### src/rtl/bus_sched_pkg.sv
`default_nettype none
// ============================================================================
// Module      : bus_sched_pkg
// Description : Shared state encoding and width helper for the bus scheduler.
// Revision    : 1.0 - initial release
// ============================================================================
package bus_sched_pkg;

    typedef enum logic [1:0] {
        IDLE  = 2'd0,
        DRIVE = 2'd1,
        TURN  = 2'd2
    } state_t;

    // Never returns less than 1 so degenerate counters still have a bit.
    function automatic int clog2(input int n);
        int r;
        r = 1;
        while ((1 << r) < n) r++;
        return r;
    endfunction

endpackage
`default_nettype wire

### src/rtl/rr_pick.sv
`default_nettype none
// ============================================================================
// Module      : rr_pick
// Description : Combinational round-robin picker, scanning upward from last+1.
// Revision    : 1.0 - initial release
// ============================================================================
module rr_pick
    import bus_sched_pkg::*;
#(
    parameter int N_REQ = 4,
    parameter int W     = clog2(N_REQ)
) (
    input  logic [N_REQ-1:0] req,
    input  logic [W-1:0]     last,
    output logic [W-1:0]     winner,
    output logic             any_req
);

    int   w_idx;
    logic w_found;

    always_comb begin
        winner  = last;
        any_req = |req;
        w_found = 1'b0;
        w_idx   = 0;
        // The last owner is visited at i == N_REQ, giving it lowest priority.
        for (int i = 1; i <= N_REQ; i++) begin
            w_idx = (int'(last) + i) % N_REQ;
            if (!w_found && req[w_idx[W-1:0]]) begin
                winner  = w_idx[W-1:0];
                w_found = 1'b1;
            end
        end
    end

endmodule
`default_nettype wire

### src/rtl/bus_sched.sv
`default_nettype none
// ============================================================================
// Module      : bus_sched
// Description : Round-robin bus owner scheduler with active-low driver enables
//               and a turnaround gap between owners.
// Revision    : 1.0 - initial release
// ============================================================================
module bus_sched
    import bus_sched_pkg::*;
#(
    parameter int N_REQ    = 4,
    parameter int TURN_CYC = 1,
    parameter int MAX_HOLD = 0
) (
    input  logic                    clk,
    input  logic                    rst,
    input  logic [N_REQ-1:0]        req,
    input  logic [N_REQ-1:0]        done,
    output logic [N_REQ-1:0]        gnt,
    output logic [N_REQ-1:0]        oe_n,
    output logic [clog2(N_REQ)-1:0] owner,
    output logic                    busy,
    output logic                    timeout
);

    localparam int W           = clog2(N_REQ);
    localparam int HW          = clog2(MAX_HOLD + 1);
    localparam int TW          = clog2(TURN_CYC + 1);
    localparam int c_HOLD_LAST = (MAX_HOLD == 0) ? 0 : MAX_HOLD - 1;

    state_t           r_state,   w_state_nxt;
    logic [N_REQ-1:0] r_gnt,     w_gnt_nxt;
    logic [N_REQ-1:0] r_oe_n,    w_oe_n_nxt;
    logic [W-1:0]     r_owner,   w_owner_nxt;
    logic [HW-1:0]    r_hold,    w_hold_nxt;
    logic [TW-1:0]    r_turn,    w_turn_nxt;
    logic             r_timeout, w_timeout_nxt;

    logic [W-1:0]     w_winner;
    logic             w_any;
    logic             w_own_done;
    logic             w_own_req;
    logic             w_expire;

    rr_pick #(
        .N_REQ (N_REQ),
        .W     (W)
    ) u_pick (
        .req     (req),
        .last    (r_owner),
        .winner  (w_winner),
        .any_req (w_any)
    );

    assign w_own_done = done[r_owner];
    assign w_own_req  = req[r_owner];
    assign w_expire   = (MAX_HOLD != 0) && (r_hold == HW'(c_HOLD_LAST));

    always_comb begin
        w_state_nxt   = r_state;
        w_gnt_nxt     = r_gnt;
        w_oe_n_nxt    = r_oe_n;
        w_owner_nxt   = r_owner;
        w_hold_nxt    = r_hold;
        w_turn_nxt    = r_turn;
        w_timeout_nxt = 1'b0;
        case (r_state)
            IDLE: begin
                if (w_any) begin
                    w_state_nxt = DRIVE;
                    w_gnt_nxt   = {{(N_REQ-1){1'b0}}, 1'b1} << w_winner;
                    w_oe_n_nxt  = ~({{(N_REQ-1){1'b0}}, 1'b1} << w_winner);
                    w_owner_nxt = w_winner;
                    w_hold_nxt  = '0;
                end
            end
            DRIVE: begin
                w_hold_nxt = r_hold + 1'b1;
                if (w_own_done || !w_own_req || w_expire) begin
                    w_state_nxt   = TURN;
                    w_gnt_nxt     = '0;
                    w_oe_n_nxt    = '1;
                    w_turn_nxt    = '0;
                    // Flag only releases forced purely by the hold limit.
                    w_timeout_nxt = w_expire && !w_own_done && w_own_req;
                end
            end
            TURN: begin
                w_gnt_nxt  = '0;
                w_oe_n_nxt = '1;
                if (r_turn == TW'(TURN_CYC - 1)) begin
                    w_state_nxt = IDLE;
                end else begin
                    w_turn_nxt = r_turn + 1'b1;
                end
            end
            default: begin
                w_state_nxt = IDLE;
                w_gnt_nxt   = '0;
                w_oe_n_nxt  = '1;
            end
        endcase
    end

    always_ff @(posedge clk or posedge rst) begin
        if (rst) begin
            r_state   <= IDLE;
            r_gnt     <= '0;
            r_oe_n    <= '1;
            r_owner   <= W'(N_REQ - 1);
            r_hold    <= '0;
            r_turn    <= '0;
            r_timeout <= 1'b0;
        end else begin
            r_state   <= w_state_nxt;
            r_gnt     <= w_gnt_nxt;
            r_oe_n    <= w_oe_n_nxt;
            r_owner   <= w_owner_nxt;
            r_hold    <= w_hold_nxt;
            r_turn    <= w_turn_nxt;
            r_timeout <= w_timeout_nxt;
        end
    end

    assign gnt     = r_gnt;
    assign oe_n    = r_oe_n;
    assign owner   = r_owner;
    assign busy    = (r_state != IDLE);
    assign timeout = r_timeout;

endmodule
`default_nettype wire

### config.mk
export PLATFORM = sky130hd
export DESIGN_NAME = bus_sched
export DESIGN_NICKNAME = d
export VERILOG_FILES = /design/src/rtl/bus_sched_pkg.sv /design/src/rtl/rr_pick.sv /design/src/rtl/bus_sched.sv
export SDC_FILE = /design/constraint.sdc
export NUM_CORES = 1
export LEC_CHECK = 0
export CORE_MARGIN = 2
export CORE_UTILIZATION = 40
export CTS_CLUSTER_DIAMETER = 80
export DETAILED_ROUTE_END_ITERATION = 6
export GPL_ROUTABILITY_DRIVEN = 0
export PLACE_DENSITY_LB_ADDON = 0.1
export RECOVER_POWER = 25
export SLEW_MARGIN = 20
export SYNTH_ARGS = -nofsm -noshare
export SYNTH_HDL_FRONTEND = slang
export SYNTH_HIERARCHICAL = 1
export SYNTH_SLANG_ARGS = --single-unit
### constraint.sdc
create_clock -name clk -period 1.6 [get_ports clk]
set_input_delay 0.32 -clock clk [delete_from_list [all_inputs] [get_ports clk]]
set_output_delay 0.32 -clock clk [all_outputs]
set_load 0.005 [all_outputs]
==> metrics, run 1 <==
CTS Root Cell clkbuf_4; Max-Cap Viols 0; TritonCTS Sinks 12; Pleak 0.4654 nW; Gate Count Post-Synth 76; vias in the first global route 664; final setup fails 0; critical path cell sequence buf_6 > inv_2 > a31oi_4 > a21oi_2 > and3b_2 > a21oi_1 > o31a_1; clk slew on worst S/H paths 0.08 ns; register area 307.8 sq um; Crit-path slowest cell dfstp_2; VDD IR-drop max 0.0009650 V; DRT Wirelength 1.852 mm; Fin. Hold Viols 0; via density per instance 5.449; chip height 46.52 microns; Yosys top cell by area dfstp_2; #FFs+latches synth 12; outcome completed; fraction of the mapped netlist area in simple logic gates 27.85%; Yosys top cell area share 21.80%; largest family of logic cells by synthesized area simple AND/OR/NAND/NOR gates; Mapped Area 723.2 sq um; CP startpoint kind flip-flop; placed cell count 124; xor/xnor share of the synthesized area 0%; drt first pass iters 4; pwr dens 1799 mW/mm^2; mux cell area share after synthesis 4.498%; CTS Buffer Depth 2; Tmin final 1.586 ns; dpl cell area 987.2 sq um; routed vias 741; Worst path max stage delay 0.56 ns; Num CTS Buffers 3; global route overflow 0; non-filler instance count after layout 136; initial drt markers 13; final core occ 66.45%; compound-cell area share of the yosys netlist 19.72%; area of the multi-input gates 439.2 sq um; fraction of layout cells with a size suffix above 1 36.94%; Setup crit end oe_n[3]; commonest non-fill, non-tap cells in the layout clkdlybuf4s50_1, buf_4, nand2_1; P&R area growth vs syn 56.92%; CTS H-tree depth 1; post-route ant nets 0; number of nets in the layout 122; # diodes 0; # fillers 134; worst flop-to-flop path endpoint oe_n[3]; CP endpoint kind flip-flop; CTS tree done; pins over their slew limit 0; post-synthesis sequential area ratio 42.56%; DRC 0; Worst Setup SP owner[0]; fin crit share 99.13%; synth unique cells 28; DPL Wire Length 1.206 mm; row count 15; reg-to-reg setup timing slack 0.01 ns; Design Area, Final 0.001135 sq mm; class of the worst hold path input pin to async pin; clk_lat worst skew 0.28 ns; syn avg cell area 9.516 sq um; Worst R2R Path Depth 7; pin count of the biggest net entering global routing 13; Die W 46.52 microns; I/O pin cnt 22; core area 0.001708 sq mm; PortBufs 20; drt wl/cell 13.62 microns; Post-Synth Adder-Cell Area 0%; fmax 630.5 MHz; GR Util All Layers 19.05%; crit path DAT 1.80 ns; Starting Density 42.34%; Mapped Nets 86; CP Class flip-flop to flip-flop; worst r2r src owner[0]; synth top area cells dfstp_2, dfrtp_1, a32oi_1, o31a_1, nand2_1; crit-path max FO 6; RSZ-0062 raised after global routing true; skew final 0.008981 ns; initial antenna violation count 0; Die ar. 0.002164 sq mm; Syn. warnings 6; Critical Path RT 1.82 ns; first-pass GRT wire length 2.904 mm
[through the flow]
step	power (W)	setup slack, ns	hold WS (ns)	setup TNS, ns
3_5_place_dp	0.001584	-0.2106	0.5493	-1.946
5_1_grt	0.002197	-0.08349	0.5583	-0.4445
6_report	0.002042	0.01389	0.4719	0
4_1_cts	0.001883	0.002579	0.3464	0
2_1_floorplan	0.001113	0.05346	0.1804	0
3_3_place_gp	0.001585	-0.2123	0.5375	-1.856
[cells by family after synthesis]
kind of cell	after synthesis
other	1
multiplexers	3
AND/OR/NAND/NOR	31
buffers and inverters	8
flip-flops	12
AO/OA/AOI/OAI	21
[flip-flops by register name, summed over array words and instances, names as in the netlist]
signal / count
owner: 2
gnt: 4
r_state: 2
oe_n: 4
[power breakdown]
| group | internal, W | total (W) | switching, W | leakage [nW] |
|---|---|---|---|---|
| sequential | 0.000484 | 0.000580 | 0.0000967 | 0.142 |
| combinational | 0.000676 | 0.00126 | 0.000586 | 0.308 |
| clock | 0.0000967 | 0.000200 | 0.000103 | 0.0150 |
[area by class of cell]
class                           instances  area share (%)
Clock buffer                            4           2.315
Inverter                                4           1.323
Multi-Input combinational cell         56           38.70
Sequential cell                        12           27.12
Tap cell                               25           2.756
Timing Repair Buffer                   35           27.78
[layer usage]
metal  global-route usage, %  vias to the layer above  wire [microns]  part of all wire (%)
met3                   3.529                        5              89                   4.8
met4                   7.429                        0              29                   1.6
met5                       0                        -               0                     0
met2                   30.83                       22             930                    50
li1                        -                      353               -                     -
met1                   24.88                      361             802                    43
[worst min-delay path by stage]
stage / startpoint / end / slack [ns] / cells after the start
finish: rst / gnt[1] / 0.47 / 2
global route: rst / gnt[2] / 0.56 / 2
floorplan: rst / gnt[0] / 0.18 / 1
detailed placement: gnt[3] / gnt[3] / 0.55 / 2
global placement: gnt[3] / gnt[3] / 0.54 / 2
CTS: rst / gnt[1] / 0.35 / 2
[cell usage after synthesis]
| cell type | instances |
|---|---|
| a211oi_1 | 1 |
| a21oi_1 | 6 |
| a31oi_1 | 1 |
| a32oi_1 | 5 |
| and2_1 | 1 |
| and3b_1 | 1 |
| and4b_1 | 1 |
| and4bb_1 | 2 |
| buf_2 | 1 |
| buf_4 | 1 |
| clkbuf_1 | 2 |
| conb_1 | 1 |
| dfrtp_1 | 6 |
| dfstp_2 | 6 |
| inv_1 | 4 |
| mux2_2 | 2 |
| mux2i_1 | 1 |
| nand2_1 | 9 |
| nand2b_1 | 2 |
| nor2_1 | 5 |
| nor2b_1 | 2 |
| nor3_1 | 1 |
| nor3b_1 | 1 |
| nor4_1 | 4 |
| nor4_4 | 1 |
| nor4b_2 | 1 |
| o21ai_0 | 4 |
| o31a_1 | 4 |
[timing repair]
action / in CTS / in global routing
resized for setup: 12 / 16
buffers inserted: 7 / 1
hold buffers: 0 / 0
endpoints found under the setup margin: 9 / 10
pin swaps: 3 / 7
[critical path, delay by kind of cell, from the launching register on]
family          cells  cell delay (ns)
buf+inv             2             0.18
compound gates      4             0.55
simple gates        1             0.24
flops               1             0.56
No activity file was read; power rests on OpenSTA's default activity.
==> inputs of run 2 (changes only) <==
Clock period 1.6 ns to 1.45 ns, I/O delays scaled along.
==> run 2 against run 1 <==
  * The flow now finishes with violations (setup timing)
  * Total power up 12%
  * Global-route usage unchanged
  * Non-clock buffer count increased by 4
  * Cell area grew 1.7%
  * Worst setup slack got worse by 0.18 ns
  * Sequential share of layout area fell by 0.44 points
  * Clock skew is 0.0046 ns lower
  * Die area stayed put
  * Maximum frequency down 1.7%
  * Critical endpoint is now gnt[1]
  * Highest routed layer unchanged
==> metrics, run 2 (synthesized netlist as in run 1, its figures left out) <==
outcome finished with violations; failing checks setup timing; clk slew on worst S/H paths 0.07 ns; Logic pwr share 62.2%; clk_lat worst skew 0.27 ns; Crit-path slowest cell dfstp_2; row count 15; class of the worst hold path input pin to async pin; skew final 0.004370 ns; Cell Int Power 0.001426 W; pwr dens 1978 mW/mm^2; first-pass GRT wire length 2.829 mm; Fin. Hold Viols 0; post-place setup slack -0.3429 ns; Design Area, Final 0.001154 sq mm; PortBufs 20; Max-Cap Viols 0; routed wl met2 1.041 mm; CTS Root Cell clkbuf_4; Hold WS 0.4458 ns; GR Util All Layers 19.05%; pin count of the biggest net entering global routing 13; worst r2r src owner[1]; power share of the sequential group 28.4%; via density per instance 5.293; routed vias 741; Tmin final 1.613 ns; final setup fails 10; global route overflow 0; Num CTS Buffers 3; CTS tree done; fraction of layout cells with a size suffix above 1 35.65%; worst flop-to-flop path endpoint gnt[1]; core area 0.001708 sq mm; final core occ 67.55%; TritonCTS Sinks 12; Pleak 0.5499 nW; routed length on met1 740 microns; initial antenna violation count 0; CP bufs+invs 1; critical path cell sequence buf_4 > nand2_1 > a32oi_1 > nand2_1 > nor2b_4 > a32oi_1 > o21ai_1; dpl cell area 984.7 sq um; final worst slack -0.1632 ns; drt wl/cell 13.62 microns; Starting Density 42.34%; crit path DAT 1.77 ns; fin crit share 111.3%; pins over their slew limit 0; DRT Wirelength 1.907 mm; P&R area growth vs syn 59.52%; drt first pass iters 4; CP startpoint kind flip-flop; # fillers 138; fmax 619.9 MHz; Max Used Layer met4; DRC 0; commonest non-fill, non-tap cells in the layout buf_4, nand2_1, clkdlybuf4s50_1; CTS Buffer Depth 2; most common cell after layout, fill and taps aside buf_4; Die W 46.52 microns; DPL Wire Length 1.285 mm; Worst R2R Path Depth 7; Sw Pwr 0.0008565 W; CP top delay family flip-flops; CP endpoint kind flip-flop; clock share of power 9.4%; post-route ant nets 0; crit-path max FO 6; RSZ-0062 raised after global routing true; metal3 WL 89 microns; Die ar. 0.002164 sq mm; VDD IR-drop max 0.001250 V; vias in the first global route 701; number of nets in the layout 126; reg-to-reg setup timing slack -0.16 ns; chip height 46.52 microns; CP Class flip-flop to flip-flop; I/O pin cnt 22; Worst path max stage delay 0.59 ns; # diodes 0; Critical Path RT 1.61 ns; initial drt markers 11; CTS H-tree depth 1; Sw Ratio 37.53%
==> run 2: power by group through the flow <==
stage / sequential, W / combinational, W / clock, W
detailed placement: 0.000704 / 0.00105 / 0
finish: 0.000647 / 0.00142 / 0.000215
global route: 0.000667 / 0.00156 / 0.000238
global placement: 0.000697 / 0.00106 / 0
CTS: 0.000659 / 0.00126 / 0.000218
floorplan: 0.000683 / 0.000555 / 0
==> run 2: metrics by stage <==
| step | cells | power [W] | setup TNS [ns] |
|---|---|---|---|
| 2_1_floorplan | 76 | 0.001238 | -0.2323 |
| 3_3_place_gp | 123 | 0.001752 | -3.531 |
| 3_5_place_dp | 123 | 0.001754 | -3.381 |
| 4_1_cts | 135 | 0.002132 | -1.254 |
| 5_1_grt | 140 | 0.002465 | -2.297 |
| 6_report | 140 | 0.002282 | -1.138 |
==> run 2: routing by layer <==
layer,up-vias,track usage [%]
li1,364,-
met1,349,19.57
met2,23,34.72
met3,5,5.098
met4,0,9.714
met5,-,0
==> run 2: worst register-to-register path: cells and delay by family, from the launching register on <==
kind	cells	cell delay, ns
compound gates	3	0.44
buf+inv	1	0.14
flops	1	0.59
simple gates	3	0.32
==> run 2: repair_timing <==
action / in CTS / in global routing
resized for setup: 13 / 14
cloned: 0 / 0
buffers inserted: 8 / 5
setup endpoints to repair: 17 / 17
hold buffers: 0 / 0
pin swaps: 3 / 6
==> run 2: how the worst max path moves through the flow <==
| stage | from | slack, ns | cells after the start | end |
|---|---|---|---|---|
| detailed placement | req[0] | -0.34 | 7 | gnt[2] |
| global placement | req[0] | -0.36 | 7 | gnt[3] |
| CTS | owner[1] | -0.14 | 5 | gnt[1] |
| finish | owner[1] | -0.16 | 7 | gnt[1] |
| global route | owner[1] | -0.31 | 7 | gnt[1] |
| floorplan | owner[1] | -0.05 | 3 | gnt[0] |
==> run 2: area by class of cell <==
cell class / count / area (sq um) / share of cell area [%]
multi-input cells: 56 / 421.7 / 36.55
repair buffers: 39 / 351.6 / 30.48
flip-flops and latches: 12 / 307.8 / 26.68
well taps: 25 / 31.28 / 2.711
clock buffers: 4 / 26.28 / 2.278
inverters: 4 / 15.01 / 1.302
==> inputs of run 3 (changes only) <==
==> constraint.sdc (replaced) <==
create_clock -name clk -period 1.45 [get_ports clk]
set_input_delay 0.435 -clock clk [delete_from_list [all_inputs] [get_ports clk]]
set_output_delay 0.435 -clock clk [all_outputs]
set_load 0.005 [all_outputs]
==> run 3 against run 2 <==
  * The run still ends with setup timing left
  * Worst setup slack got worse by 0.019 ns
  * Cell count grew 5.7%
  * Worst hold slack gained 0.14 ns
  * Via count rose by 4.2%
  * Sequential power fell by 3.4%
  * Total power grew 13%
  * Cell area rose by 7.8%
  * Global-route usage grew 2.5 points
  * Maximum frequency decreased by 1.1%
  * Register-to-register slack worse by 0.02 ns
  * Critical path depth stayed put
  * Clock power grew 5%
  * Critical endpoint is now oe_n[3]
==> metrics, run 3 (synthesized netlist as in run 1, its figures left out) <==
pin count of the biggest net entering global routing 13; area of the multi-input gates 480.5 sq um; final worst slack -0.1819 ns; initial antenna violation count 0; GR Util All Layers 21.52%; CP Class flip-flop to flip-flop; Starting Density 42.34%; initial drt markers 24; CTS Root Cell clkbuf_4; CTS Buffer Depth 2; failing checks setup timing; DRT Wirelength 2.159 mm; Critical Path RT 1.68 ns; Fin. Hold Viols 0; routed vias 772; first-pass GRT wire length 3.208 mm; core area 0.001708 sq mm; DPL Wire Length 1.303 mm; commonest non-fill, non-tap cells in the layout buf_4, nand2_1, dlygate4sd2_1; CTS H-tree depth 1; clk slew on worst S/H paths 0.08 ns; CP startpoint kind flip-flop; Die W 46.52 microns; DRC 0; global route overflow 0; # fillers 126; Hold WS 0.5824 ns; fin crit share 112.5%; most common cell after layout, fill and taps aside buf_4; Max-Cap Viols 0; Worst Setup SP owner[1]; clk_lat worst skew 0.29 ns; P&R area growth vs syn 71.97%; RSZ-0062 raised after global routing true; fraction of layout cells with a size suffix above 1 51.22%; vias in the first global route 739; Tmin final 1.632 ns; hold buffers post-CTS 0; class of the worst hold path input pin to async pin; post-route ant nets 0; VDD IR-drop max 0.001311 V; final setup fails 11; TritonCTS Sinks 12; I/O pin cnt 22; fmax 612.8 MHz; crit path DAT 1.86 ns; number of nets in the layout 134; Num CTS Buffers 3; drt wl/cell 14.59 microns; pwr dens 2079 mW/mm^2; # diodes 0; Pleak 0.5562 nW; outcome finished with violations; skew final 0.007244 ns; Die ar. 0.002164 sq mm; register area 307.8 sq um; CTS tree done; pins over their slew limit 0; via density per instance 5.216; row count 15; CP endpoint kind flip-flop; worst r2r src owner[1]; crit-path max FO 5; total power draw 0.002585 W; drt first pass iters 4; reg-to-reg setup timing slack -0.18 ns; PortBufs 20; chip height 46.52 microns
## run 3: layer usage
| layer | vias to the layer above | track usage [%] | routed length [microns] | share of wire (%) |
|---|---|---|---|---|
| met5 | - | 0 | 0 | 0 |
| met4 | 0 | 13.71 | 71 | 3.3 |
| met3 | 7 | 2.745 | 99 | 4.6 |
| met2 | 21 | 38.33 | 1153 | 53 |
| met1 | 363 | 23.60 | 835 | 39 |
| li1 | 381 | - | - | - |
## run 3: power breakdown
group	internal, W	switching [W]
Combinational	0.000957	0.000777
Sequential	0.000533	0.0000920
Clock	0.000107	0.000119
Total	0.00160	0.000988
## run 3: layout make-up
class,count,share of cell area [%]
multi-input cells,56,38.63
well taps,25,2.515
repair buffers,47,30.78
inverters,4,1.207
clock buffers,4,2.113
flip-flops and latches,12,24.75
## run 3: stage by stage
step	setup WS, ns	cells	setup TNS [ns]	util [%]	area (sq um)
2_1_floorplan	-0.04567	76	-0.2323	-	728.2
3_3_place_gp	-0.5084	127	-5.418	59.41	1015
3_5_place_dp	-0.4817	127	-5.310	59.41	1015
4_1_cts	-0.1183	144	-0.9474	68.42	1169
5_1_grt	-0.2586	148	-2.324	72.82	1244
6_report	-0.1819	148	-1.435	72.82	1244
## run 3: critical path, cell delays in order (launching register included)
cell and delay (ns):
dfstp_2 0.57, buf_6 0.12, a21oi_4 0.05, a31oi_4 0.18
a21oi_4 0.09, and3b_2 0.25, a21oi_1 0.14, o31a_1 0.15
## run 3: final timing paths
kind | cells after the start | end
max in group asynchronous | 2 | oe_n[3]
setup / recovery | 7 | oe_n[3]
min in group clk | 3 | gnt[3]
setup reg to reg | 7 | oe_n[3]
hold / removal | 2 | gnt[1]
hold reg to reg | 3 | gnt[3]
## run 3: repair_timing
action / in CTS / in global routing
pin swaps: 7 / 13
setup buffers: 12 / 3
cloned: 1 / 1
gates resized for setup: 47 / 18
setup endpoints to repair: 23 / 16
